--- config.mk ---
export PLATFORM = sky130hd
export DESIGN_NAME = spike_event_collector_flat
export DESIGN_NICKNAME = d
export VERILOG_FILES = /design/src/rtl/spike_pkg.sv /design/src/rtl/spike_event_collector_if.sv /design/src/rtl/evt_fifo.sv /design/src/rtl/spike_event_collector.sv /design/src/flat_wrapper.sv
export SDC_FILE = /design/constraint.sdc
export NUM_CORES = 1
export LEC_CHECK = 0
export ABC_AREA = 1
export BUFFER_PORTS_ARGS = -buffer_cell sky130_fd_sc_hd__buf_4
export CORE_MARGIN = 5
export CORE_UTILIZATION = 45
export DETAILED_ROUTE_END_ITERATION = 10
export GPL_ROUTABILITY_DRIVEN = 0
export GPL_TIMING_DRIVEN = 1
export PLACE_DENSITY = 0.66
export SYNTH_ARGS = -nofsm -noshare
export SYNTH_HDL_FRONTEND = slang
export SYNTH_SLANG_ARGS = --single-unit
--- constraint.sdc ---
create_clock -name clk -period 5.2 [get_ports clk]
set_clock_uncertainty 0.1 [all_clocks]
set_input_delay 1.04 -clock clk [delete_from_list [all_inputs] [get_ports clk]]
set_output_delay 1.04 -clock clk [all_outputs]
set_load 0.02 [all_outputs]
--- src/rtl/spike_pkg.sv ---
// Shared constants and event layout for the multi-core spike event collector.
// Unpack evt_dout with the *_LSB offsets or by casting it to evt_t.
package spike_pkg;

  localparam int DEF_CORE_NO     = 4;
  localparam int DEF_NEURON_NO   = 256;
  localparam int DEF_TD_WIDTH    = 16;
  localparam int DEF_FIFO_MEM_NO = 8;
  localparam int DEF_OVF_CNT_LEN = 8;

  function automatic int evt_len(input int core_no, input int neuron_no, input int td_width);
    return $clog2(core_no) + $clog2(neuron_no) + td_width;
  endfunction

  localparam int DEF_CID_LEN = $clog2(DEF_CORE_NO);
  localparam int DEF_NA_LEN  = $clog2(DEF_NEURON_NO);
  localparam int DEF_EVT_LEN = evt_len(DEF_CORE_NO, DEF_NEURON_NO, DEF_TD_WIDTH);

  localparam int TS_LSB  = 0;
  localparam int NA_LSB  = DEF_TD_WIDTH;
  localparam int CID_LSB = DEF_TD_WIDTH + DEF_NA_LEN;

  typedef struct packed {
    logic [DEF_CID_LEN-1:0]  core_id;
    logic [DEF_NA_LEN-1:0]   neuron_addr;
    logic [DEF_TD_WIDTH-1:0] ts;
  } evt_t;

endpackage

--- src/rtl/spike_event_collector_if.sv ---
// Spike inputs, event drain handshake and status of the spike event collector.
// master = collector side, slave = neuron cores plus system controller side.
interface spike_event_collector_if
  import spike_pkg::*;
#(
  parameter int CORE_NO     = DEF_CORE_NO,
  parameter int NEURON_NO   = DEF_NEURON_NO,
  parameter int TD_WIDTH    = DEF_TD_WIDTH,
  parameter int FIFO_MEM_NO = DEF_FIFO_MEM_NO,
  parameter int OVF_CNT_LEN = DEF_OVF_CNT_LEN
);

  localparam int NA_LEN  = $clog2(NEURON_NO);
  localparam int EVT_LEN = evt_len(CORE_NO, NEURON_NO, TD_WIDTH);
  localparam int CNT_LEN = $clog2(FIFO_MEM_NO) + 1;

  logic [CORE_NO-1:0]             spike;
  logic [CORE_NO-1:0][NA_LEN-1:0] spike_addr;
  logic [EVT_LEN-1:0]             evt_dout;
  logic                           evt_valid;
  logic                           evt_rd;
  logic                           full;
  logic                           empty;
  logic [CNT_LEN-1:0]             count;
  logic [OVF_CNT_LEN-1:0]         ovf_cnt;

  modport master (
    input  spike, spike_addr, evt_rd,
    output evt_dout, evt_valid, full, empty, count, ovf_cnt
  );

  modport slave (
    output spike, spike_addr, evt_rd,
    input  evt_dout, evt_valid, full, empty, count, ovf_cnt
  );

endinterface

--- src/rtl/evt_fifo.sv ---
// First-word-fall-through event FIFO with occupancy count and same-cycle push/pop.
// dout is forced to zero while empty so the head never shows stale data.
module evt_fifo
  import spike_pkg::*;
#(
  parameter int WIDTH = DEF_EVT_LEN,
  parameter int DEPTH = DEF_FIFO_MEM_NO
) (
  input  logic                     clk,
  input  logic                     reset,
  input  logic                     push,
  input  logic [WIDTH-1:0]         push_data,
  input  logic                     pop,
  output logic [WIDTH-1:0]         dout,
  output logic                     valid,
  output logic                     full,
  output logic                     empty,
  output logic [$clog2(DEPTH):0]   count
);

  localparam int AW = $clog2(DEPTH);
  localparam logic [AW:0] FULL_CNT = (AW+1)'(DEPTH);

  logic [WIDTH-1:0] mem [DEPTH];
  logic [AW-1:0]    wr_ptr;
  logic [AW-1:0]    rd_ptr;
  logic [AW:0]      cnt_q;
  logic             do_push;
  logic             do_pop;

  // A push into a full FIFO is only legal when the head leaves on the same edge.
  assign do_pop  = pop && (cnt_q != '0);
  assign do_push = push && ((cnt_q != FULL_CNT) || do_pop);

  always_ff @(posedge clk) begin
    if (do_push) begin
      mem[wr_ptr] <= push_data;
    end
  end

  always_ff @(posedge clk or posedge reset) begin
    if (reset) begin
      wr_ptr <= '0;
      rd_ptr <= '0;
      cnt_q  <= '0;
    end else begin
      if (do_push) begin
        wr_ptr <= wr_ptr + 1'b1;
      end
      if (do_pop) begin
        rd_ptr <= rd_ptr + 1'b1;
      end
      case ({do_push, do_pop})
        2'b10:   cnt_q <= cnt_q + 1'b1;
        2'b01:   cnt_q <= cnt_q - 1'b1;
        default: cnt_q <= cnt_q;
      endcase
    end
  end

  assign count = cnt_q;
  assign full  = (cnt_q == FULL_CNT);
  assign empty = (cnt_q == '0);
  assign valid = !empty;
  assign dout  = empty ? '0 : mem[rd_ptr];

endmodule

--- src/rtl/spike_event_collector.sv ---
// Multi-core spike event collector: per-core capture slots, round-robin arbiter, FWFT event FIFO.
// Define SPIKE_OVF_CNT_EN to build the saturating dropped-spike counter; otherwise ovf_cnt reads 0.
module spike_event_collector
  import spike_pkg::*;
#(
  parameter int CORE_NO     = DEF_CORE_NO,
  parameter int NEURON_NO   = DEF_NEURON_NO,
  parameter int TD_WIDTH    = DEF_TD_WIDTH,
  parameter int FIFO_MEM_NO = DEF_FIFO_MEM_NO,
  parameter int OVF_CNT_LEN = DEF_OVF_CNT_LEN
) (
  input  logic                     clk,
  input  logic                     reset,
  input  logic                     sys_en,
  input  logic                     tick,
  spike_event_collector_if.master  bus
);

  localparam int CID_LEN = $clog2(CORE_NO);
  localparam int EVT_LEN = evt_len(CORE_NO, NEURON_NO, TD_WIDTH);

  logic [TD_WIDTH-1:0] ts;
  logic [CORE_NO-1:0]  slot_valid;
  logic [EVT_LEN-1:0]  slot_data [CORE_NO];
  logic [CID_LEN-1:0]  rr_ptr;
  logic [CID_LEN-1:0]  cand;
  logic [CID_LEN-1:0]  grant_idx;
  logic                grant_valid;
  logic [CORE_NO-1:0]  grant_hit;
  logic [CORE_NO-1:0]  spike_take;
  logic                push_ok;
  logic                fifo_full;
  logic                fifo_valid;
  logic [EVT_LEN-1:0]  push_data;

  always_ff @(posedge clk or posedge reset) begin
    if (reset) begin
      ts <= '0;
    end else if (sys_en && tick) begin
      ts <= ts + 1'b1;
    end
  end

  assign push_ok = !fifo_full || (fifo_valid && bus.evt_rd);

  // Search starts at rr_ptr and wraps, so the most recently served core goes last.
  always_comb begin
    grant_valid = 1'b0;
    grant_idx   = '0;
    cand        = '0;
    for (int k = 0; k < CORE_NO; k++) begin
      cand = rr_ptr + CID_LEN'(k);
      if (push_ok && !grant_valid && slot_valid[cand]) begin
        grant_valid = 1'b1;
        grant_idx   = cand;
      end
    end
  end

  always_ff @(posedge clk or posedge reset) begin
    if (reset) begin
      rr_ptr <= '0;
    end else if (grant_valid) begin
      rr_ptr <= grant_idx + 1'b1;
    end
  end

  // A granted slot is free on this edge, so it may reload from a new spike.
  always_comb begin
    grant_hit  = '0;
    spike_take = '0;
    for (int i = 0; i < CORE_NO; i++) begin
      grant_hit[i]  = grant_valid && (grant_idx == CID_LEN'(i));
      spike_take[i] = bus.spike[i] && sys_en && (!slot_valid[i] || grant_hit[i]);
    end
  end

  always_ff @(posedge clk or posedge reset) begin
    if (reset) begin
      slot_valid <= '0;
      for (int i = 0; i < CORE_NO; i++) begin
        slot_data[i] <= '0;
      end
    end else begin
      for (int i = 0; i < CORE_NO; i++) begin
        if (spike_take[i]) begin
          slot_valid[i] <= 1'b1;
          slot_data[i]  <= {CID_LEN'(i), bus.spike_addr[i], ts};
        end else if (grant_hit[i]) begin
          slot_valid[i] <= 1'b0;
        end
      end
    end
  end

  assign push_data = slot_data[grant_idx];

  evt_fifo #(
    .WIDTH (EVT_LEN),
    .DEPTH (FIFO_MEM_NO)
  ) u_evt_fifo (
    .clk       (clk),
    .reset     (reset),
    .push      (grant_valid),
    .push_data (push_data),
    .pop       (bus.evt_rd),
    .dout      (bus.evt_dout),
    .valid     (fifo_valid),
    .full      (fifo_full),
    .empty     (bus.empty),
    .count     (bus.count)
  );

  assign bus.evt_valid = fifo_valid;
  assign bus.full      = fifo_full;

`ifdef SPIKE_OVF_CNT_EN
  logic [CID_LEN:0]       drop_num;
  logic [OVF_CNT_LEN:0]   ovf_sum;
  logic [OVF_CNT_LEN-1:0] ovf_q;

  // Several cores can lose a spike on the same edge; each one counts.
  always_comb begin
    drop_num = '0;
    for (int i = 0; i < CORE_NO; i++) begin
      if (bus.spike[i] && sys_en && slot_valid[i] && !grant_hit[i]) begin
        drop_num = drop_num + 1'b1;
      end
    end
  end

  assign ovf_sum = {1'b0, ovf_q} + (OVF_CNT_LEN+1)'(drop_num);

  always_ff @(posedge clk or posedge reset) begin
    if (reset) begin
      ovf_q <= '0;
    end else begin
      ovf_q <= ovf_sum[OVF_CNT_LEN] ? '1 : ovf_sum[OVF_CNT_LEN-1:0];
    end
  end

  assign bus.ovf_cnt = ovf_q;
`else
  assign bus.ovf_cnt = '0;
`endif

endmodule

--- src/flat_wrapper.sv ---
// flat-port wrapper written by rule: the top's interface ports become plain ports
module spike_event_collector_flat import spike_pkg::*;
#(
  parameter int CORE_NO     = DEF_CORE_NO,
  parameter int NEURON_NO   = DEF_NEURON_NO,
  parameter int TD_WIDTH    = DEF_TD_WIDTH,
  parameter int FIFO_MEM_NO = DEF_FIFO_MEM_NO,
  parameter int OVF_CNT_LEN = DEF_OVF_CNT_LEN
)
  (clk, reset, sys_en, tick, bus_spike, bus_spike_addr, bus_evt_rd, bus_evt_dout, bus_evt_valid, bus_full, bus_empty, bus_count, bus_ovf_cnt);
  spike_event_collector_if #(.CORE_NO(CORE_NO), .NEURON_NO(NEURON_NO), .TD_WIDTH(TD_WIDTH), .FIFO_MEM_NO(FIFO_MEM_NO), .OVF_CNT_LEN(OVF_CNT_LEN)) bus_i ();
  input  logic clk;
  input  logic reset;
  input  logic sys_en;
  input  logic tick;
  input wire logic [$bits(bus_i.spike)-1:0] bus_spike;
  input wire logic [$bits(bus_i.spike_addr)-1:0] bus_spike_addr;
  input wire logic [$bits(bus_i.evt_rd)-1:0] bus_evt_rd;
  output wire logic [$bits(bus_i.evt_dout)-1:0] bus_evt_dout;
  output wire logic [$bits(bus_i.evt_valid)-1:0] bus_evt_valid;
  output wire logic [$bits(bus_i.full)-1:0] bus_full;
  output wire logic [$bits(bus_i.empty)-1:0] bus_empty;
  output wire logic [$bits(bus_i.count)-1:0] bus_count;
  output wire logic [$bits(bus_i.ovf_cnt)-1:0] bus_ovf_cnt;
  assign bus_i.spike = bus_spike;
  assign bus_i.spike_addr = bus_spike_addr;
  assign bus_i.evt_rd = bus_evt_rd;
  assign bus_evt_dout = bus_i.evt_dout;
  assign bus_evt_valid = bus_i.evt_valid;
  assign bus_full = bus_i.full;
  assign bus_empty = bus_i.empty;
  assign bus_count = bus_i.count;
  assign bus_ovf_cnt = bus_i.ovf_cnt;
  spike_event_collector #(.CORE_NO(CORE_NO), .NEURON_NO(NEURON_NO), .TD_WIDTH(TD_WIDTH), .FIFO_MEM_NO(FIFO_MEM_NO), .OVF_CNT_LEN(OVF_CNT_LEN)) u_core (.clk(clk), .reset(reset), .sys_en(sys_en), .tick(tick), .bus(bus_i));
endmodule
Word level (Yosys, flattened, before mapping) --
Memory sizes are Yosys's and may differ from the RTL's. Index checks and enable logic that the tools add are counted.
Storage, ports and cells: bits in registers 131, bits in writable memories 208, input port bits 41, output and inout bits 41, logic and storage cells 113, memories 1
Memories:
- u_core.u_evt_fifo.mem | depth 8, width 26, rd ports 1, clocked after memory_dff 0, wr ports 1, line evt_fifo.sv:24 | logic [WIDTH-1:0] mem [DEPTH];
Operators by class: add/subtract/negate cells 9, magnitude comparators 5, eq/ne operators 7, muxes and demuxes 31, bitwise operators 1, reductions and logical operators 46
Operators by type and width (count):
- 26-bit two-way mux | 3
- 26-bit binary-select mux with 2-bit select | 1
- 1-bit logical AND | 23
- 1-bit two-way mux | 18
- 16-bit by 1-bit adder with 16-bit output, second input constant | 1
- 2-bit by 3-bit less-than comparator with 1-bit output, second input constant | 4
- 2-bit nonzero test | 5
- 1-bit logical NOT | 9
- 1-bit binary-select mux with 2-bit select | 4
- 2-bit two-way mux | 4
- 4-bit case mux with 2 select lines | 1
- 3-bit by 1-bit adder with 3-bit output, second input constant | 2
- 2-bit equality test, second input constant | 3
- 1-bit logical OR | 6
- 2-bit by 1-bit adder with 2-bit output, second input constant | 2
- 2-bit adder, second input constant | 2
- 4-bit by 1-bit adder with 4-bit output, second input constant | 1
- 2-bit by 1-bit equality test with 1-bit output, second input constant | 2
- 4-bit equality test, second input constant | 1
- 4-bit logical NOT | 1
- 4-bit inequality test, second input constant | 1
- 4-bit nonzero test | 1
- 4-bit by 1-bit subtractor with 4-bit output, second input constant | 1
- 3-bit >= comparator, second input constant | 1
- 2 further kinds | 2

Longest topological paths before layout --
depth after elaboration 23, mapped depth 19, mapped depth without buffers 17

Modules after synthesis --
Synthesis repeated with hierarchy kept, for this count alone.
Unflattened totals: cell total of the unflattened synthesis 1474, area, all modules 14864.3 um^2
Modules (own cells, without submodules):
- evt_fifo | instances 1, cells an instance 698, area an instance 8760.9 um^2, seq. area each 6496.2 um^2
- spike_event_collector | instances 1, cells an instance 776, area an instance 6103.4 um^2, seq. area each 3027.9 um^2

Worst setup path before layout --
Ideal clock, no wire load.
path type input -> register, start point input bus_evt_rd, end point register u_core.u_evt_fifo.cnt_q[1] (netlist: u_core.u_evt_fifo.count[1]), setup time 125 ps, arrival time 2772 ps, path slack 2203 ps, cell stages on the path 12, buffers on the path 1, cell sequence inv_1 -> nand4_4 -> nand2_2 -> inv_1 -> nand2_2 -> nand3_2 -> buf_6 -> inv_1 -> ha_1 -> xor2_1 -> ha_1 -> mux2_2
On the way: word-level cells in the longest chain between the ends 19, elaborated cells on any way between the ends 23
Ends and longest elaborated chain:
- start, declared | line flat_wrapper.sv:18 | input wire logic [$bits(bus_i.evt_rd)-1:0] bus_evt_rd;
- 1-bit logical AND | line spike_event_collector.sv:44 | assign push_ok = !fifo_full || (fifo_valid && bus.evt_rd);
- 1-bit logical OR | line spike_event_collector.sv:44
- 1-bit logical AND | line spike_event_collector.sv:53 | if (push_ok && !grant_valid && slot_valid[cand]) begin
- 1-bit two-way mux | line spike_event_collector.sv:53
- 1-bit logical NOT | line spike_event_collector.sv:53
- 1-bit logical AND (2 in a row) | line spike_event_collector.sv:53
- 1-bit two-way mux | line spike_event_collector.sv:53
- 1-bit logical NOT | line spike_event_collector.sv:53
- 1-bit logical AND (2 in a row) | line spike_event_collector.sv:53
- 1-bit two-way mux | line spike_event_collector.sv:53
- 1-bit logical NOT | line spike_event_collector.sv:53
- 1-bit logical AND (2 in a row) | line spike_event_collector.sv:53
- 1-bit two-way mux | line spike_event_collector.sv:53
- 1-bit logical AND | line evt_fifo.sv:33 | assign do_push = push && ((cnt_q != FULL_CNT) || do_pop);
- 2-bit by 1-bit equality test with 1-bit output / 2-bit equality test (equally long branches) | line evt_fifo.sv:53 | case ({do_push, do_pop})
- 4-bit case mux with 2 select lines / 2-bit nonzero test (equally long branches)
- end signal, assigned | line evt_fifo.sv:54 | 2'b10: cnt_q <= cnt_q + 1'b1;
- end signal, assigned | line evt_fifo.sv:55 | 2'b01: cnt_q <= cnt_q - 1'b1;
- end signal, assigned | line evt_fifo.sv:56 | default: cnt_q <= cnt_q;
- end, declared | line evt_fifo.sv:27 | logic [AW:0] cnt_q;
Several ways; a longest one is shown, not always the timed one. A chain may end at the register's enable or synchronous reset.

Worst setup path in the final report --
start point register u_core.u_evt_fifo.rd_ptr[0], end point output bus_evt_dout[17]
On the way: word-level cells in the longest chain between the ends 2
Ends and longest elaborated chain:
- start, declared | line evt_fifo.sv:26 | logic [AW-1:0] rd_ptr;
- start signal, assigned | line evt_fifo.sv:51 | rd_ptr <= rd_ptr + 1'b1;
- memory 8 x 26 bit
- 26-bit two-way mux | line evt_fifo.sv:65 | assign dout = empty ? '0 : mem[rd_ptr];
- end, declared | line flat_wrapper.sv:19 | output wire logic [$bits(bus_i.evt_dout)-1:0] bus_evt_dout;
No other way between the ends.

==> impl_metrics.json <==
{
  "start_util_pct": 45.7,
  "cts_inserted_buffers": 36,
  "area_growth_pct": 12.3,
  "grt_start_max_net_pins": 102,
  "cap_violations": 0,
  "slew_headroom_pct": 35.2,
  "cts_buffer_depth": 3,
  "postSynth.asyncResetShare_pct": 38.6,
  "cp-start-kind": "register",
  "final_cell_mix": "314 x nand2_1, 230 x nand3_1, 208 x edfxtp_1, 175 x nor2_1, 137 x inv_1",
  "crit_required_ns": 4.06,
  "setup_ws_ns": 1.06,
  "ioPinCount": 82,
  "synthDistinctLibCells": 38,
  "drc": 0,
  "num_antenna_cells": 0,
  "drive_above_1_share_pct": 11.6,
  "grt.total_usage_pct": 18.9,
  "die_h_um": 194,
  "max_clock_freq_ghz": 0.242,
  "layout_commonest_cell": "nand2_1",
  "timing.final.crit_share_pct": 79.5,
  "totalWireLength_um": 36600,
  "netlist_instances": 1579,
  "grt_antenna_before_repair": 0,
  "worst_pin_slew_ns": 0.970,
  "pre_cts_ws_ns": 1.63,
  "dieArea_sq_um": 37800,
  "crit_type": "register to output port",
  "clock_sinks": 339,
  "ys.flop_type": "edfxtp_1",
  "cts_resized": 0,
  "grt_overflow": 0,
  "first_pass_iters": 5,
  "hold_path_class": "register to register",
  "cts_root_buf": "clkbuf_16",
  "die_w_um": 194,
  "min_period_ns": 4.14,
  "cts_hold_buf": 0,
  "port-buffer-count": 73,
  "drt-initial-drc-count": 755,
  "rsz0062_at_grt": "false",
  "ant_nets": 0,
  "avgSynthCellArea_sq_um": 9.70,
  "hold_viol": 0,
  "arrival_ns": 3.00,
  "grt_first_pass_wirelength_um": 57700,
  "clk_latency_ns": 0.52,
  "fin_area_sq_um": 17200,
  "clk_pin_slew_worst_paths_ns": 0.06,
  "final_nets": 1669,
  "place_area_sq_um": 16100,
  "drv_slew": 0,
  "hpwl_um": 21700,
  "yosysWarnings": 0,
  "vias_per_cell": 5.31,
  "setup_viol": 0,
  "cts_post_setup_buffers_inserted": 0,
  "rows": 67,
  "synth-seq-area-share_pct": 62.2,
  "synth_edf_count": 208,
  "design.core.area_sq_um": 33500,
  "num_vias": 11100,
  "wl_per_cell_um": 17.5,
  "syn-cell-area_sq_um": 15300,
  "ctsHtreeMaxLevel": 2,
  "ys_seq_elements": 339,
  "worst-path-max-fanout": 78,
  "tns_ns": 0,
  "cts_tree": "done",
  "outcome": "completed",
  "grt_pass1_vias": 10600,
  "endpoint_kind": "output port"
}
[per-layer routing]
metal,GRT usage (%),vias up,share of wire [%]
met1,26.8,5402,44
met4,4.92,0,1.8
met3,2.56,45,6.0
met5,0,-,0
met2,31.0,328,49
li1,-,5328,-
[worst max-delay path, stage by stage (launching register included)]
cell,delay [ns]
dfrtp_2,0.71
buf_4,0.70
o21ai_0,0.22
o22ai_1,0.23
o21ai_0,0.11
a31oi_1,0.23
buf_4,0.18
[worst paths after layout]
| path | from | endpoint | slack (ns) | cells after the start |
|---|---|---|---|---|
| min in group asynchronous | reset | u_core.slot_data[101] | 0.63 | 2 |
| max in group asynchronous | reset | u_core.slot_data[5] | 3.39 | 3 |
| worst min-delay path | u_core.slot_data[31] | u_core.slot_data[31] | 0.37 | 2 |
| worst max register to register | u_core.rr_ptr[0] | u_core.slot_data[48] | 2.07 | 15 |
| worst min register to register | u_core.slot_data[31] | u_core.slot_data[31] | 0.37 | 2 |
| worst max-delay path | u_core.u_evt_fifo.rd_ptr[0] | bus_evt_dout[17] | 1.06 | 6 |
[kinds of logic (layout without fill, tap and decap cells)]
kind of cell               Yosys count  count (layout)  synth area share [%]
and+or+nand+nor                    761             761                  21.6
AOI/OAI and AO/OA                  195             195                  6.86
other                                1               8                0.0245
muxes                                1               1                0.0735
xor gates and xnor gates            22              22                  1.26
adders and majority gates           10              10                 0.817
DFF                                339             339                  62.2
buffers and inverters              250             306                  7.11
[Yosys cell counts (2+ instances only)]
cell        n  share of area, %
a21oi_1     3             0.098
a31oi_1    26               1.1
buf_1       2             0.049
buf_2      17              0.56
buf_4      19              0.93
buf_6       7              0.51
clkbuf_1   59               1.4
clkinv_1    2             0.049
dfrtp_1   131                21
edfxtp_1  208                41
ha_1       10              0.82
inv_1     139               3.4
inv_2       4             0.098
nand2_1   314               7.7
nand2_2    17              0.69
nand2_4     6              0.44
nand3_1   230               7.5
nand3_2     3              0.20
nand4_1     2             0.082
nor2_1    175               4.3
nor2_2      2             0.082
nor3_1      6              0.20
o21ai_0   136               4.4
o21ai_2     2              0.11
o22ai_1    26               1.1
xnor2_1    10              0.57
xor2_1     12              0.69
[flip-flops by register name (all words and copies together) (netlist names)]
signal,flops
u_core.slot_data,99
u_core.u_evt_fifo.mem,208
u_core.u_evt_fifo.wr_ptr,3
u_core.ts,16
u_core.u_evt_fifo.count,4
u_core.u_evt_fifo.rd_ptr,3
u_core.slot_valid,4
u_core.rr_ptr,2
[area by class of cell]
cell class,count,area [sq um]
Clock buffer,45,965
Clock inverter,17,118
Fill cell,3041,16300
Inverter,146,558
Multi-Input combinational cell,997,4730
Sequential cell,339,9530
Tap cell,448,561
Timing Repair Buffer,98,736
[stage by stage]
| stage | hold WS (ns) | cells | utilization, % |
|---|---|---|---|
| 2_1_floorplan | 0.334 | 1586 | - |
| 3_3_place_gp | 0.348 | 2028 | 48.0 |
| 3_5_place_dp | 0.352 | 2028 | 48.0 |
| 4_1_cts | 0.366 | 2090 | 51.3 |
| 5_1_grt | 0.380 | 2090 | 51.3 |
| 6_report | 0.370 | 2090 | 51.3 |
Power is not shown: default switching activity piles up to over one toggle a cycle in this logic, so the estimate is an artifact.
